[config.mk]
export PLATFORM = sky130hd
export DESIGN_NAME = program_loader_unit
export DESIGN_NICKNAME = d
export VERILOG_FILES = /design/src/rtl/program_loader_unit.sv
export SDC_FILE = /design/constraint.sdc
export NUM_CORES = 1
export LEC_CHECK = 0
export ABC_AREA = 0
export CORE_ASPECT_RATIO = 0.5
export CORE_MARGIN = 10
export CORE_UTILIZATION = 60
export CTS_BUF_LIST = sky130_fd_sc_hd__clkbuf_4 sky130_fd_sc_hd__clkbuf_8
export DETAILED_ROUTE_END_ITERATION = 8
export DONT_BUFFER_PORTS = 1
export GPL_TIMING_DRIVEN = 0
export PLACE_DENSITY = 0.74
export SLEW_MARGIN = 20
export SYNTH_ARGS = -nofsm -noshare
export SYNTH_HDL_FRONTEND = slang
export SYNTH_SLANG_ARGS = --single-unit
export TNS_END_PERCENT = 10
[constraint.sdc]
create_clock -name i_clock -period 2.2 [get_ports i_clock]
set_input_delay 0.22 -clock i_clock [delete_from_list [all_inputs] [get_ports i_clock]]
set_output_delay 0.22 -clock i_clock [all_outputs]
set_load 0.05 [all_outputs]
[src/rtl/program_loader_unit.sv]
// Boot loader: streams a length-prefixed, XOR-checksummed program into
// instruction memory and holds the core in reset until it verifies.
module program_loader_unit #(
  parameter int MEM_DEPTH = 256
) (
  input  logic       i_clock,
  input  logic       i_reset,
  input  logic       i_start,
  input  logic       i_in_valid,
  input  logic [7:0] i_in_data,
  output logic       o_in_ready,
  output logic       o_im_write_enable,
  output logic [7:0] o_im_write_address,
  output logic [7:0] o_im_write_data,
  output logic       o_cpu_reset,
  output logic       o_done,
  output logic       o_error
);

  typedef enum logic [2:0] {
    S_IDLE,
    S_LEN,
    S_LOAD,
    S_CHECK,
    S_RUN,
    S_ERROR
  } state_t;

  localparam logic [8:0] DEPTH = 9'(MEM_DEPTH);

  state_t     r_state;
  logic [7:0] r_len;
  logic [7:0] r_idx;
  logic [7:0] r_acc;

  logic w_xfer;
  logic w_len_bad;
  logic w_last;

  assign w_xfer    = i_in_valid && o_in_ready;
  assign w_len_bad = (i_in_data == 8'd0) || ({1'b0, i_in_data} > DEPTH);
  assign w_last    = (r_idx == r_len - 8'd1);

  always_ff @(posedge i_clock) begin
    if (i_reset) begin
      r_state            <= S_IDLE;
      r_len              <= 8'd0;
      r_idx              <= 8'd0;
      r_acc              <= 8'd0;
      o_in_ready         <= 1'b0;
      o_im_write_enable  <= 1'b0;
      o_im_write_address <= 8'd0;
      o_im_write_data    <= 8'd0;
      o_cpu_reset        <= 1'b1;
      o_done             <= 1'b0;
      o_error            <= 1'b0;
    end else begin
      o_im_write_enable <= 1'b0;
      unique case (r_state)
        S_IDLE: begin
          if (i_start) begin
            r_state    <= S_LEN;
            o_in_ready <= 1'b1;
          end
        end
        S_LEN: begin
          if (w_xfer) begin
            if (w_len_bad) begin
              r_state    <= S_ERROR;
              o_in_ready <= 1'b0;
              o_error    <= 1'b1;
            end else begin
              r_state <= S_LOAD;
              r_len   <= i_in_data;
              r_idx   <= 8'd0;
              r_acc   <= 8'd0;
            end
          end
        end
        S_LOAD: begin
          if (w_xfer) begin
            o_im_write_enable  <= 1'b1;
            o_im_write_address <= r_idx;
            o_im_write_data    <= i_in_data;
            r_acc              <= r_acc ^ i_in_data;
            r_idx              <= r_idx + 8'd1;
            if (w_last) r_state <= S_CHECK;
          end
        end
        S_CHECK: begin
          if (w_xfer) begin
            o_in_ready <= 1'b0;
            if (i_in_data == r_acc) begin
              r_state     <= S_RUN;
              o_done      <= 1'b1;
              o_cpu_reset <= 1'b0;
            end else begin
              r_state <= S_ERROR;
              o_error <= 1'b1;
            end
          end
        end
        S_RUN: begin
          if (i_start) begin
            r_state     <= S_LEN;
            o_in_ready  <= 1'b1;
            o_cpu_reset <= 1'b1;
            o_done      <= 1'b0;
          end
        end
        S_ERROR: begin
          if (i_start) begin
            r_state    <= S_LEN;
            o_in_ready <= 1'b1;
            o_error    <= 1'b0;
          end
        end
        default: begin
          r_state    <= S_IDLE;
          o_in_ready <= 1'b0;
        end
      endcase
    end
  end

endmodule

* Word level (Yosys, flattened, before mapping)
Cells that the tools add are included.
** Operators by class
- Magnitude comparators :: 1
- Equal/unequal tests :: 18
- Add/subtract/negate cells :: 2
- Muxes and demuxes :: 32
- Reduce and logical (&&, ||, !) cells :: 16
- Bitwise gates (word level) :: 3
** Operators with widths (count)
- $mux W8 :: 4
- $pmux W8 S2 :: 2
- $ne A2 B2 Y1 const B :: 10
- $mux W3 :: 6
- $eq A8 B8 Y1 :: 2
- $mux W1 :: 15
- $pmux W3 S4 :: 1
- $reduce_and A5 Y1 :: 2
- $gt A8 B9 Y1 const B :: 1
- $add A8 B1 Y8 const B :: 1
- $logic_not A8 Y1 :: 1
- $reduce_and A4 Y1 :: 2
- $sub A8 B1 Y8 const B :: 1
- $xor A8 B8 Y8 :: 1
- $eq A3 B2 Y1 const B :: 2
- $eq A3 B3 Y1 const B :: 2
- $reduce_and A6 Y1 :: 1
- $pmux W1 S2 :: 2
- $pmux W1 S4 :: 1
- $reduce_bool A2 Y1 :: 2
- $eq A3 B1 Y1 const B :: 1
- $logic_not A3 Y1 :: 1
- $pmux W1 S3 :: 1
- $reduce_and A3 Y1 :: 1
- other kinds (8) :: 9
** Word-level totals
- Output and inout port bits :: 21
- Flip-flop bits (word level) :: 48
- Logic and storage cells :: 83
- Input port bits :: 12

* Logic depth before layout (Yosys ltp)
- Word-level depth :: 5
- Gate-level depth with buffers :: 8
- Depth with buffers taken out :: 7

* Least setup slack after synthesis
OpenSTA, ideal clock, no wires.
- Kind :: register to register
- From :: reg r_len[0]
- To :: reg r_state[0]
- Arrival :: 1793 ps
- Library setup time :: 72 ps
- Stages on the path, launching flop included :: 6
- Required time :: 2128 ps
- Period minus slack after synthesis :: 1865 ps
- Buffers on the path :: 0
- Slack :: 335 ps
- Path through :: dfxtp_1 -> or4_4 -> or3_1 -> and4b_4 -> a41oi_2 -> mux2i_1
** Between the ends
- Longest elaborated chain between the ends :: 4
** RTL lines
- start, declared :: line 32 : logic [7:0] r_len;
- start signal, assigned :: line 74 : r_len <= i_in_data;
- $sub A8 B1 Y8 :: line 42 : assign w_last = (r_idx == r_len - 8'd1);
- $eq A8 B8 Y1 :: line 42
- $ne A2 B2 Y1 (no line)
- $reduce_and A5 Y1 (no line)
- end signal, assigned :: line 46 : r_state <= S_IDLE;
- end signal, assigned :: line 62 : r_state <= S_LEN;
- end signal, assigned :: line 69 : r_state <= S_ERROR;
- end, declared :: line 31 : state_t r_state;
No other way between the ends.
A chain may end at the register's enable or synchronous reset.

* Final worst setup path
- From :: reg r_state[2]
- To :: reg r_acc[7]
** Between the ends
- Longest elaborated chain between the ends :: 3
- Elaborated cells on any way between the ends :: 8
- Those cells by class :: eq/ne (5); mux (1); reduce/logical (2)
** RTL lines
- $eq A3 B1 Y1 or $eq A3 B2 Y1 (tied branches) :: line 59 : unique case (r_state)
- $ne A2 B2 Y1 (no line) or $reduce_bool A2 Y1 (tied branches)
- $reduce_and A4 Y1 (no line)
- end signal, assigned :: line 85 : r_acc <= r_acc ^ i_in_data;
- end, declared :: line 34 : logic [7:0] r_acc;
Several ways; a longest one is shown, not always the timed one.

==> results.ini <==
[outcome]
status = finished clean

[worst_setup_path]
path_cells = buf_2, or3b_2, clkbuf_1, nor2_4, nand2_1, or2_2, a21oi_1
critPathMaxStageDelay_ns = 0.47
reg2reg_from = r_state[2]
endpoint_kind = flip-flop
r2r_cells = 7
r2r_slack_ns = 0.12
path_delay_family = simple AND/OR/NAND/NOR gates
critPathLaunch = r_state[2]
crit_required_ns = 2.43
timing.rr.end = r_acc[7]
path_class = flip-flop to flip-flop
slowest_stage = or3b_2
path_depth = 7
critPathLaunchType = flip-flop
arrival_ns = 2.31
cp_max_fo = 9
critPathBufInv = 2

[global_routing]
grt_pass1_vias = 1781
antenna_found_initial = 0
grt_remaining_overflow = 0
grt_max_degree = 17
grt_pass1_wl_um = 9180
grt_usage_pct = 16.5

[floorplanning]
row_count = 15
initial_core_util_pct = 64.8
die_area_mm2 = 0.00688
coreArea_mm2 = 0.00357
die_y_um = 63.9
die_x_um = 108
pin_count = 33

[finish]
final_common_cell = dfxtp_1
layout_common_cells = dfxtp_1 (47), nand2_1 (38), a21oi_1 (33)
antennaDiodeCount = 0
area_growth_pct = 8.34
fin_cells = 339
drive_gt1_share_pct = 9.03
final_util_pct = 70.2
final_net_count = 301

[sta]
fmax_mhz = 481
period_minus_slack_ns = 2.08
rsz0062_at_grt = yes
finalCritPeriodShare_pct = 94.6
finalSetupViolations = 0
slew_viol_final = 0
fin_worst_skew_ns = 0.00395
slew_headroom_pct = 45.8
hold_viol_final = 0
holdWs_ns = 0.0461
worst_pin_slew_ns = 0.807
setup_slack_ns = 0.119

[yosys]
synth.distinct_cells = 49
synth-edff-count = 0
synth.avg_cell_area_um2 = 8.25
ys.flop_type = dfxtp_1
yosysSeqAreaShare_pct = 41.6
ys_ff_latch = 48
synth_warnings = 0
async_flop_share_pct = 0
synth_area_mm2 = 0.00231
synth_nets = 294
syn-instance-count = 280

[min_path]
holdPathStages = 2
hp-start = i_in_data[4]
min_to = o_im_write_data[4]
hp-class = input port to flip-flop

[placement]
place_ws_ns = -0.0794
dp.cells = 331
port_buffers = 0
dp_hpwl_um = 4210
gp_congestion = 0.811

[routing]
vias_per_cell = 5.94
wl_per_cell_um = 16.8
wl_met1_um = 2650
route.detailed.drc = 0
topRoutingLayerUsed = met4
drtPass1Iterations = 4
drt_wl_total_um = 5690
vias = 2013
wl_met3_um = 600
ant_nets = 0
route.met2.wl_um = 2430
drtIter0Drc = 175

[job]
cap_viol_max_count = 0

[power]
ir_worst_vdd_mv = 0.490
finalPower_mw = 2.06
p_leak_nw = 0.846
p_per_area_mw_per_mm2 = 825

[clock_network]
clock_latency_ns = 0.30
cts_root_buf = clkbuf_8
clockBufferDepth = 2
clkTransAtPathRegs_ns = 0.09
h-tree-depth = 2
ctsHoldBuffers = 0
cts_tree = built
cts.sinks = 48
cts_inserted_buffers = 5

[layer usage]
layer / up-vias / GRT usage (%)
met5: - / 0
met4: 0 / 3.64
met3: 2 / 5.90
met2: 73 / 23.7
met1: 949 / 22.9
li1: 989 / -
[cell usage after synthesis, types with 2 or more instances]
cell type	number	area [µm²]
dfxtp_1	48	961
nand2_1	38	143
a21oi_1	33	165
nor2_1	31	116
xnor2_1	13	114
nor3_1	10	50.1
o21ai_0	10	50.1
xor2_1	10	87.6
clkbuf_1	8	30.0
mux2i_1	7	70.1
inv_1	6	22.5
nand3_1	5	25.0
buf_2	4	20.0
nor2b_1	4	25.0
nor4_1	4	25.0
o2111ai_1	4	35.0
and2_1	3	18.8
a211oi_1	2	15.0
a32oi_1	2	17.5
and3_1	2	12.5
ha_1	2	25.0
nand2b_1	2	12.5
nand4_1	2	12.5
o211ai_1	2	15.0
o21a_1	2	15.0
or2_2	2	12.5
or3_1	2	12.5
[area by class of cell]
class | instances | area [µm²]
multi-input cells | 212 | 1270
fillers | 297 | 1060
flip-flops and latches | 48 | 962
clock buffers | 5 | 68.8
plain buffers | 14 | 68.8
well taps | 51 | 63.8
clock inverters | 3 | 46.3
inverters | 6 | 22.5
[power breakdown]
group	internal [mW]	switching, mW	total, mW
combinational	0.150	0.271	0.422
sequential	0.910	0.0838	0.994
clock	0.343	0.306	0.649
[flip-flops by register name, summed over array words and instances, names as in the netlist]
signal and count:
r_len 8, o_im_write_enable 1, o_im_write_address 8, r_state 3, o_in_ready 1, o_done 1, r_idx 8, o_im_write_data 8
o_cpu_reset 1, r_acc 8, o_error 1
[cells by family after synthesis]
family | share of synthesized area [%]
AO/OA/AOI/OAI | 18.4
multiplexers | 3.03
adder cells (fa/ha/maj) | 1.08
XOR/XNOR | 8.72
buffers and inverters | 3.95
flip-flops | 41.6
AND/OR/NAND/NOR | 23.2
[worst max-delay path by stage]
stage	to	slack (ns)
6_report	r_acc[7]	0.12
5_1_grt	r_state[2]	-0.01
4_1_cts	r_acc[7]	0.03
3_5_place_dp	r_acc[7]	-0.08
3_3_place_gp	r_acc[7]	-0.08
2_1_floorplan	r_state[0]	0.34
[per-stage QoR]
step,instance area (µm²),TNS (ns)
after floorplan,2310,0
after CTS,2490,0
after global routing,2500,-0.0104
after global placement,2370,-0.0751
final,2500,0
after detailed placement,2370,-0.0794
[repair_timing]
item	in CTS	in global routing
endpoints found under the setup margin	9	22
resized for setup	1	3
buffers inserted	0	0
(Power assumes the default switching activity.)
